File: src/rtl/cmsdk_gpio_pkg.sv
// Shared defaults for the GPIO input conditioning path.
package cmsdk_gpio_pkg;

  localparam int          GPIO_WIDTH       = 16;
  localparam int          GPIO_CNT_W       = 8;
  localparam logic [15:0] GPIO_RESET_VALUE = 16'h0000;

endpackage : cmsdk_gpio_pkg

File: src/rtl/cmsdk_gpio_db_bit.sv
// One-pin conditioner: 2-flop synchroniser, stable-sample counter,
// debounced level flop and change-pulse flop.
module cmsdk_gpio_db_bit import cmsdk_gpio_pkg::*; #(
  parameter int   CNT_W       = GPIO_CNT_W,
  parameter logic RESET_VALUE = 1'b0
) (
  input  logic             clk,
  input  logic             rst,
  input  logic             padin,
  input  logic             tick,
  input  logic [CNT_W-1:0] thresh,
  input  logic             bypass,
  output logic             db,
  output logic             change
);

  // One extra bit so cnt+1 can never wrap before the compare.
  localparam logic [CNT_W:0] ONE = {{CNT_W{1'b0}}, 1'b1};

  logic             s1_q, s2_q;
  logic             db_q, db_d;
  logic             chg_q, chg_d;
  logic [CNT_W-1:0] cnt_q, cnt_d;
  logic [CNT_W:0]   cnt_inc;
  logic [CNT_W:0]   thr_eff;

  // Next-state: bypass follows the synchronised pad, otherwise count
  // consecutive differing ticks and accept the new level at threshold.
  always_comb begin
    thr_eff = (thresh == '0) ? ONE : {1'b0, thresh};
    cnt_inc = {1'b0, cnt_q} + ONE;
    db_d    = db_q;
    cnt_d   = cnt_q;
    chg_d   = 1'b0;
    if (bypass) begin
      db_d  = s2_q;
      cnt_d = '0;
      chg_d = s2_q ^ db_q;
    end else if (tick) begin
      if (s2_q == db_q) begin
        cnt_d = '0;
      end else if (cnt_inc >= thr_eff) begin
        db_d  = s2_q;
        cnt_d = '0;
        chg_d = 1'b1;
      end else begin
        cnt_d = cnt_inc[CNT_W-1:0];
      end
    end
  end

  // Synchroniser and debounce state; async reset clears everything.
  always_ff @(posedge clk or posedge rst) begin
    if (rst) begin
      s1_q  <= RESET_VALUE;
      s2_q  <= RESET_VALUE;
      db_q  <= RESET_VALUE;
      chg_q <= 1'b0;
      cnt_q <= '0;
    end else begin
      s1_q  <= padin;
      s2_q  <= s1_q;
      db_q  <= db_d;
      chg_q <= chg_d;
      cnt_q <= cnt_d;
    end
  end

  assign db     = db_q;
  assign change = chg_q;

endmodule : cmsdk_gpio_db_bit

File: src/rtl/cmsdk_gpio_in_debounce.sv
// GPIO input conditioning: shared sample-tick prescaler feeding one
// synchroniser/debouncer per pin. Output drives GPIO PORTIN.
module cmsdk_gpio_in_debounce import cmsdk_gpio_pkg::*; #(
  parameter int               WIDTH       = GPIO_WIDTH,
  parameter int               CNT_W       = GPIO_CNT_W,
  parameter int               PRESCALE    = 1,
  parameter logic [WIDTH-1:0] RESET_VALUE = WIDTH'(GPIO_RESET_VALUE)
) (
  input  logic             HCLK,
  input  logic             HRESET,
  input  logic [WIDTH-1:0] PADIN,
  input  logic [CNT_W-1:0] THRESH,
  input  logic [WIDTH-1:0] BYPASS,
  output logic [WIDTH-1:0] PORTIN_DB,
  output logic [WIDTH-1:0] CHANGE
);

  localparam int              PS_W    = (PRESCALE > 1) ? $clog2(PRESCALE) : 1;
  localparam logic [PS_W-1:0] PS_LAST = PS_W'(PRESCALE - 1);
  localparam logic [PS_W-1:0] PS_ONE  = PS_W'(1);

  logic [PS_W-1:0] ps_q, ps_d;
  logic            tick;

  // Prescaler wraps at PRESCALE-1; tick marks the wrap cycle.
  always_comb begin
    tick = (ps_q == PS_LAST);
    ps_d = tick ? '0 : ps_q + PS_ONE;
  end

  // Prescaler state.
  always_ff @(posedge HCLK or posedge HRESET) begin
    if (HRESET) ps_q <= '0;
    else        ps_q <= ps_d;
  end

  for (genvar i = 0; i < WIDTH; i++) begin : g_bit
    cmsdk_gpio_db_bit #(
      .CNT_W       (CNT_W),
      .RESET_VALUE (RESET_VALUE[i])
    ) u_db_bit (
      .clk    (HCLK),
      .rst    (HRESET),
      .padin  (PADIN[i]),
      .tick   (tick),
      .thresh (THRESH),
      .bypass (BYPASS[i]),
      .db     (PORTIN_DB[i]),
      .change (CHANGE[i])
    );
  end

endmodule : cmsdk_gpio_in_debounce

File: config.mk
export PLATFORM = sky130hd
export DESIGN_NAME = cmsdk_gpio_in_debounce
export DESIGN_NICKNAME = d
export VERILOG_FILES = /design/src/rtl/cmsdk_gpio_pkg.sv /design/src/rtl/cmsdk_gpio_db_bit.sv /design/src/rtl/cmsdk_gpio_in_debounce.sv
export SDC_FILE = /design/constraint.sdc
export NUM_CORES = 1
export LEC_CHECK = 0
export ABC_CLOCK_PERIOD_IN_PS = 4600
export CAP_MARGIN = 5
export CORE_MARGIN = 10
export CORE_UTILIZATION = 66
export CTS_CLUSTER_SIZE = 24
export DETAILED_ROUTE_END_ITERATION = 8
export PLACE_DENSITY_LB_ADDON = 0.3
export SLEW_MARGIN = 10
export SYNTH_ARGS = -nofsm -noshare
export SYNTH_HDL_FRONTEND = slang
export SYNTH_HIERARCHICAL = 1
export SYNTH_SLANG_ARGS = --single-unit
export TNS_END_PERCENT = 100
File: constraint.sdc
create_clock -name HCLK -period 4.6 [get_ports HCLK]
set_input_delay 0.92 -clock HCLK [delete_from_list [all_inputs] [get_ports HCLK]]
set_output_delay 0.92 -clock HCLK [all_outputs]
set_load 0.005 [all_outputs]
==> summary.txt <==
Clock network
  – Clock Path Buffers: 2
  – CTS buffer count: 17
  – Setup Buffers After CTS: 0
  – CTS Hold Buffers Added: 0
  – CTS sink count: 192
  – Post_cts resized: 0
  – # H-tree levels: 4
  – Clock root buffer master: clkbuf_16
  – Latest clock arrival within the worst-skew pair: roughly 0.43 ns
  – CTS clk-pin slew, worst paths: ~0.060 ns
  – CTS tree: yes

Die
  – Starting Density: 67.6%
  – Die W: 164 um
  – Core Area: 0.0204 sq mm
  – DIE HEIGHT: 164 um
  – I/O pins: 74
  – Num rows: 52
  – Die area: 0.0270 sq mm

Final layout
  – Fillers: 1,444
  – Syn-to-layout area delta: 13.9%
  – Antenna diode count: 0
  – # nets final: 1,789
  – Most common cell after layout, fill and taps aside: inv_1
  – Most frequent cells in the layout: inv_1 (256), dfrtp_1 (192), nand2_1 (144), ha_1 (144), o31ai_1 (112)
  – Multi-input gate area: 0.00817 sq mm
  – Sequential Area: 0.00480 sq mm
  – Share of post-route cells with drive strength above 1: between 8 and 9%

Power and ir drop
  – Clock power share: 37.9%
  – Seq pwr share: 46.0%
  – Power density cells: about 250 mW/mm^2
  – Sw Ratio: 27.0%
  – Internal power: 2920 uW
  – Lkg Pwr: 0.00845 uW
  – Combinational power share: 16.0%
  – Max VDD drop: 0.249 mV
  – Psw: 1080 uW

Routing
  – M1 wire length: 13,900 um
  – # DRC: 0
  – DR WL/cell: 17.4 um
  – Vias: 11,400
  – Post-route ant nets: 0
  – Wire length on met2: 16,400 um
  – Starting DRT DRC Count: roughly 850
  – Highest Signal Layer: met4
  – Number of vias per cell: slightly above 6
  – Met3 WL: 1620 um
  – Final wirelength: 32,700 um
  – Drt first pass iters: 5

Global route
  – Initial antenna violation count: 0
  – Global-route wire length before repair: 55,500 um
  – Largest net degree at the start of global routing: 33
  – Vias in the first global route: 11,700
  – GR Util All Layers: 24.7%
  – Grt total ovfl: 0

STA
  – Final setup violation count: 0
  – Max frequency: 301 MHz
  – Total Neg Setup Slack: 0 ns
  – Fin crit share: 72.1%
  – Max-slew violations: 0
  – Relative slew slack: 24.4%
  – Final min period: 3.32 ns
  – Clk_skew: 0.00926 ns
  – Worst-margin pin slew: 1.13 ns
  – Final hold vios: 0
  – WHS: 0.348 ns
  – Unrepaired setup endpoints after global routing: no

Synthesis
  – Synth Area in Compound Gates: 22.6%
  – Largest family of logic cells by synthesized area: compound AO/OA/AOI/OAI gates
  – Yosys warning count: 6
  – Post-synthesis cell type count: 32
  – Syn avg cell area: 9.44 sq um
  – Post-Syn Instances: 1,457
  – Post-Synth XOR/XNOR Area: roughly 7.1%
  – Mapped Area: around 0.014 sq mm
  – Post-synthesis simple-gate area fraction: 15.3%
  – Post-synthesis sequential area ratio: 34.9%
  – Seq cells post-synth: 192
  – Adder-cell area share of the yosys netlist: 13.1%
  – Multiplexer share of the synthesized area: 0%

Worst setup path
  – Arrival @ worst endpoint: approximately 3.6 ns
  – R2R Path Start: g_bit[7].u_db_bit/cnt_q[2]$_DFFE_PP0P_
  – Crit path launch type: input port
  – Critical path, cell by cell: clkdlybuf4s50_1 > buf_12 > nor4_1 > a41o_1 > ha_1 > nand2b_1 > a31oi_1 > o21ai_2 > o31ai_1
  – Bufs and invs on worst path: 2
  – Kind of critical path: input port to flop
  – Crit Path Max Fanout: 23
  – Capturing element type of the critical path: flop
  – CP Depth: 9
  – WP data required: 4.93 ns
  – Delay-heaviest family, CP: compound AO/OA/AOI/OAI gates
  – Reg2reg path depth: 9
  – CP peak stage delay: 0.80 ns
  – R2r setup slk: ~1.8 ns
  – FF-to-FF End: g_bit[7].u_db_bit/cnt_q[3]$_DFFE_PP0P_
  – Critical Path End: g_bit[0].u_db_bit/cnt_q[4]$_DFFE_PP0P_
  – Critical Path Start: THRESH[7]
  – Slowest cell on crit path: clkdlybuf4s50_1

Placement
  – Dpl hpwl: 23,300 um
  – Port bufs: 73
  – Placer Congestion: a little under 0.9

Min path
  – Hold Path Class: flop to flop

Flow run
  – Max cap viols: 0

Run status
  – Status: finished, final reports clean
## layout make-up
class	count	area share (%)
multi-input combinational	1056	52.1
clock inverter	8	0.639
tap	270	2.16
sequential	192	30.7
inverter	256	6.13
timing repair buffer	80	5.08
clock buffer	23	3.18
## Yosys cell counts
| library cell | number | area, sq um |
|---|---|---|
| a211oi_1 | 16 | 120 |
| a21o_1 | 48 | 360 |
| and2_1 | 16 | 100 |
| o211ai_1 | 32 | 240 |
| xnor2_1 | 64 | 561 |
| and3_2 | 16 | 120 |
| a31oi_1 | 16 | 100 |
| or2_1 | 16 | 100 |
| a311oi_1 | 16 | 140 |
| and3_1 | 16 | 100 |
| o21a_1 | 16 | 120 |
| o21ai_0 | 16 | 80.1 |
| nand3_1 | 64 | 320 |
| and4_4 | 16 | 180 |
| nand2_1 | 144 | 541 |
| and4_1 | 16 | 140 |
| nand2b_1 | 16 | 100 |
| ha_1 | 144 | 1800 |
| a41o_1 | 16 | 160 |
| xor2_1 | 48 | 420 |
| dfrtp_1 | 192 | 4800 |
| o21ai_2 | 16 | 140 |
| nor2_1 | 32 | 120 |
| conb_1 | 1 | 3.75 |
| o31ai_2 | 16 | 200 |
| a2bb2oi_1 | 16 | 140 |
| a22oi_1 | 16 | 120 |
| a31oi_4 | 16 | 340 |
| nor4_1 | 16 | 100 |
| nand3b_2 | 16 | 180 |
| o31ai_1 | 112 | 841 |
| inv_1 | 256 | 961 |
## logic make-up after synthesis
logic type / count (synthesis)
other: 1
AOI/OAI and AO/OA: 368
DFF: 192
adders and majority gates: 144
buffers and inverters: 256
xor gates and xnor gates: 112
and+or+nand+nor: 384
## registers in the layout (all words and copies together), names as in the netlist
register / count
g_bit.u_db_bit/s2_q: 16
g_bit.u_db_bit/db: 16
g_bit.u_db_bit/change: 16
g_bit.u_db_bit/s1_q: 16
g_bit.u_db_bit/cnt_q: 128
## worst min-delay path by stage
stage	cells past startpoint	from	slack [ns]	end
global route	0	g_bit[12].u_db_bit/s1_q$_DFF_PP0_	0.36	g_bit[12].u_db_bit/s2_q$_DFF_PP0_
floorplan	0	g_bit[0].u_db_bit/s1_q$_DFF_PP0_	0.33	g_bit[0].u_db_bit/s2_q$_DFF_PP0_
CTS	0	g_bit[9].u_db_bit/s1_q$_DFF_PP0_	0.35	g_bit[9].u_db_bit/s2_q$_DFF_PP0_
global placement	0	g_bit[5].u_db_bit/s1_q$_DFF_PP0_	0.33	g_bit[5].u_db_bit/s2_q$_DFF_PP0_
detailed placement	0	g_bit[9].u_db_bit/s1_q$_DFF_PP0_	0.33	g_bit[9].u_db_bit/s2_q$_DFF_PP0_
finish	0	g_bit[9].u_db_bit/s1_q$_DFF_PP0_	0.35	g_bit[9].u_db_bit/s2_q$_DFF_PP0_
## power by group through the flow
stage | Sequential, uW | Combinational, uW | Clock, uW
CTS | 1840 | 637 | 1530
floorplan | 1850 | 373 | 0
global route | 1850 | 716 | 1610
detailed placement | 1870 | 625 | 0
global placement | 1870 | 600 | 0
finish | 1840 | 641 | 1510
## metrics by stage
stage / setup slack (ns) / instances / cell area (sq um) / total power, uW / util (%)
4_1_cts: 1.34 / 1885 / 15700 / 4010 / 76.9
6_report: 1.28 / 1885 / 15700 / 3990 / 76.9
3_3_place_gp: 1.03 / 1854 / 15100 / 2470 / 74.0
5_1_grt: 1.13 / 1885 / 15700 / 4170 / 76.9
3_5_place_dp: 0.921 / 1854 / 15100 / 2490 / 74.0
2_1_floorplan: 2.16 / 1504 / 13900 / 2230 / -
## metal layers
| layer | vias to the layer above | global-route usage [%] |
|---|---|---|
| li1 | 5470 | - |
| met1 | 5519 | 30.5 |
| met2 | 317 | 42.7 |
| met3 | 70 | 3.93 |
| met4 | 0 | 9.10 |
| met5 | - | 0 |
Power figures use the tool's default switching activity.
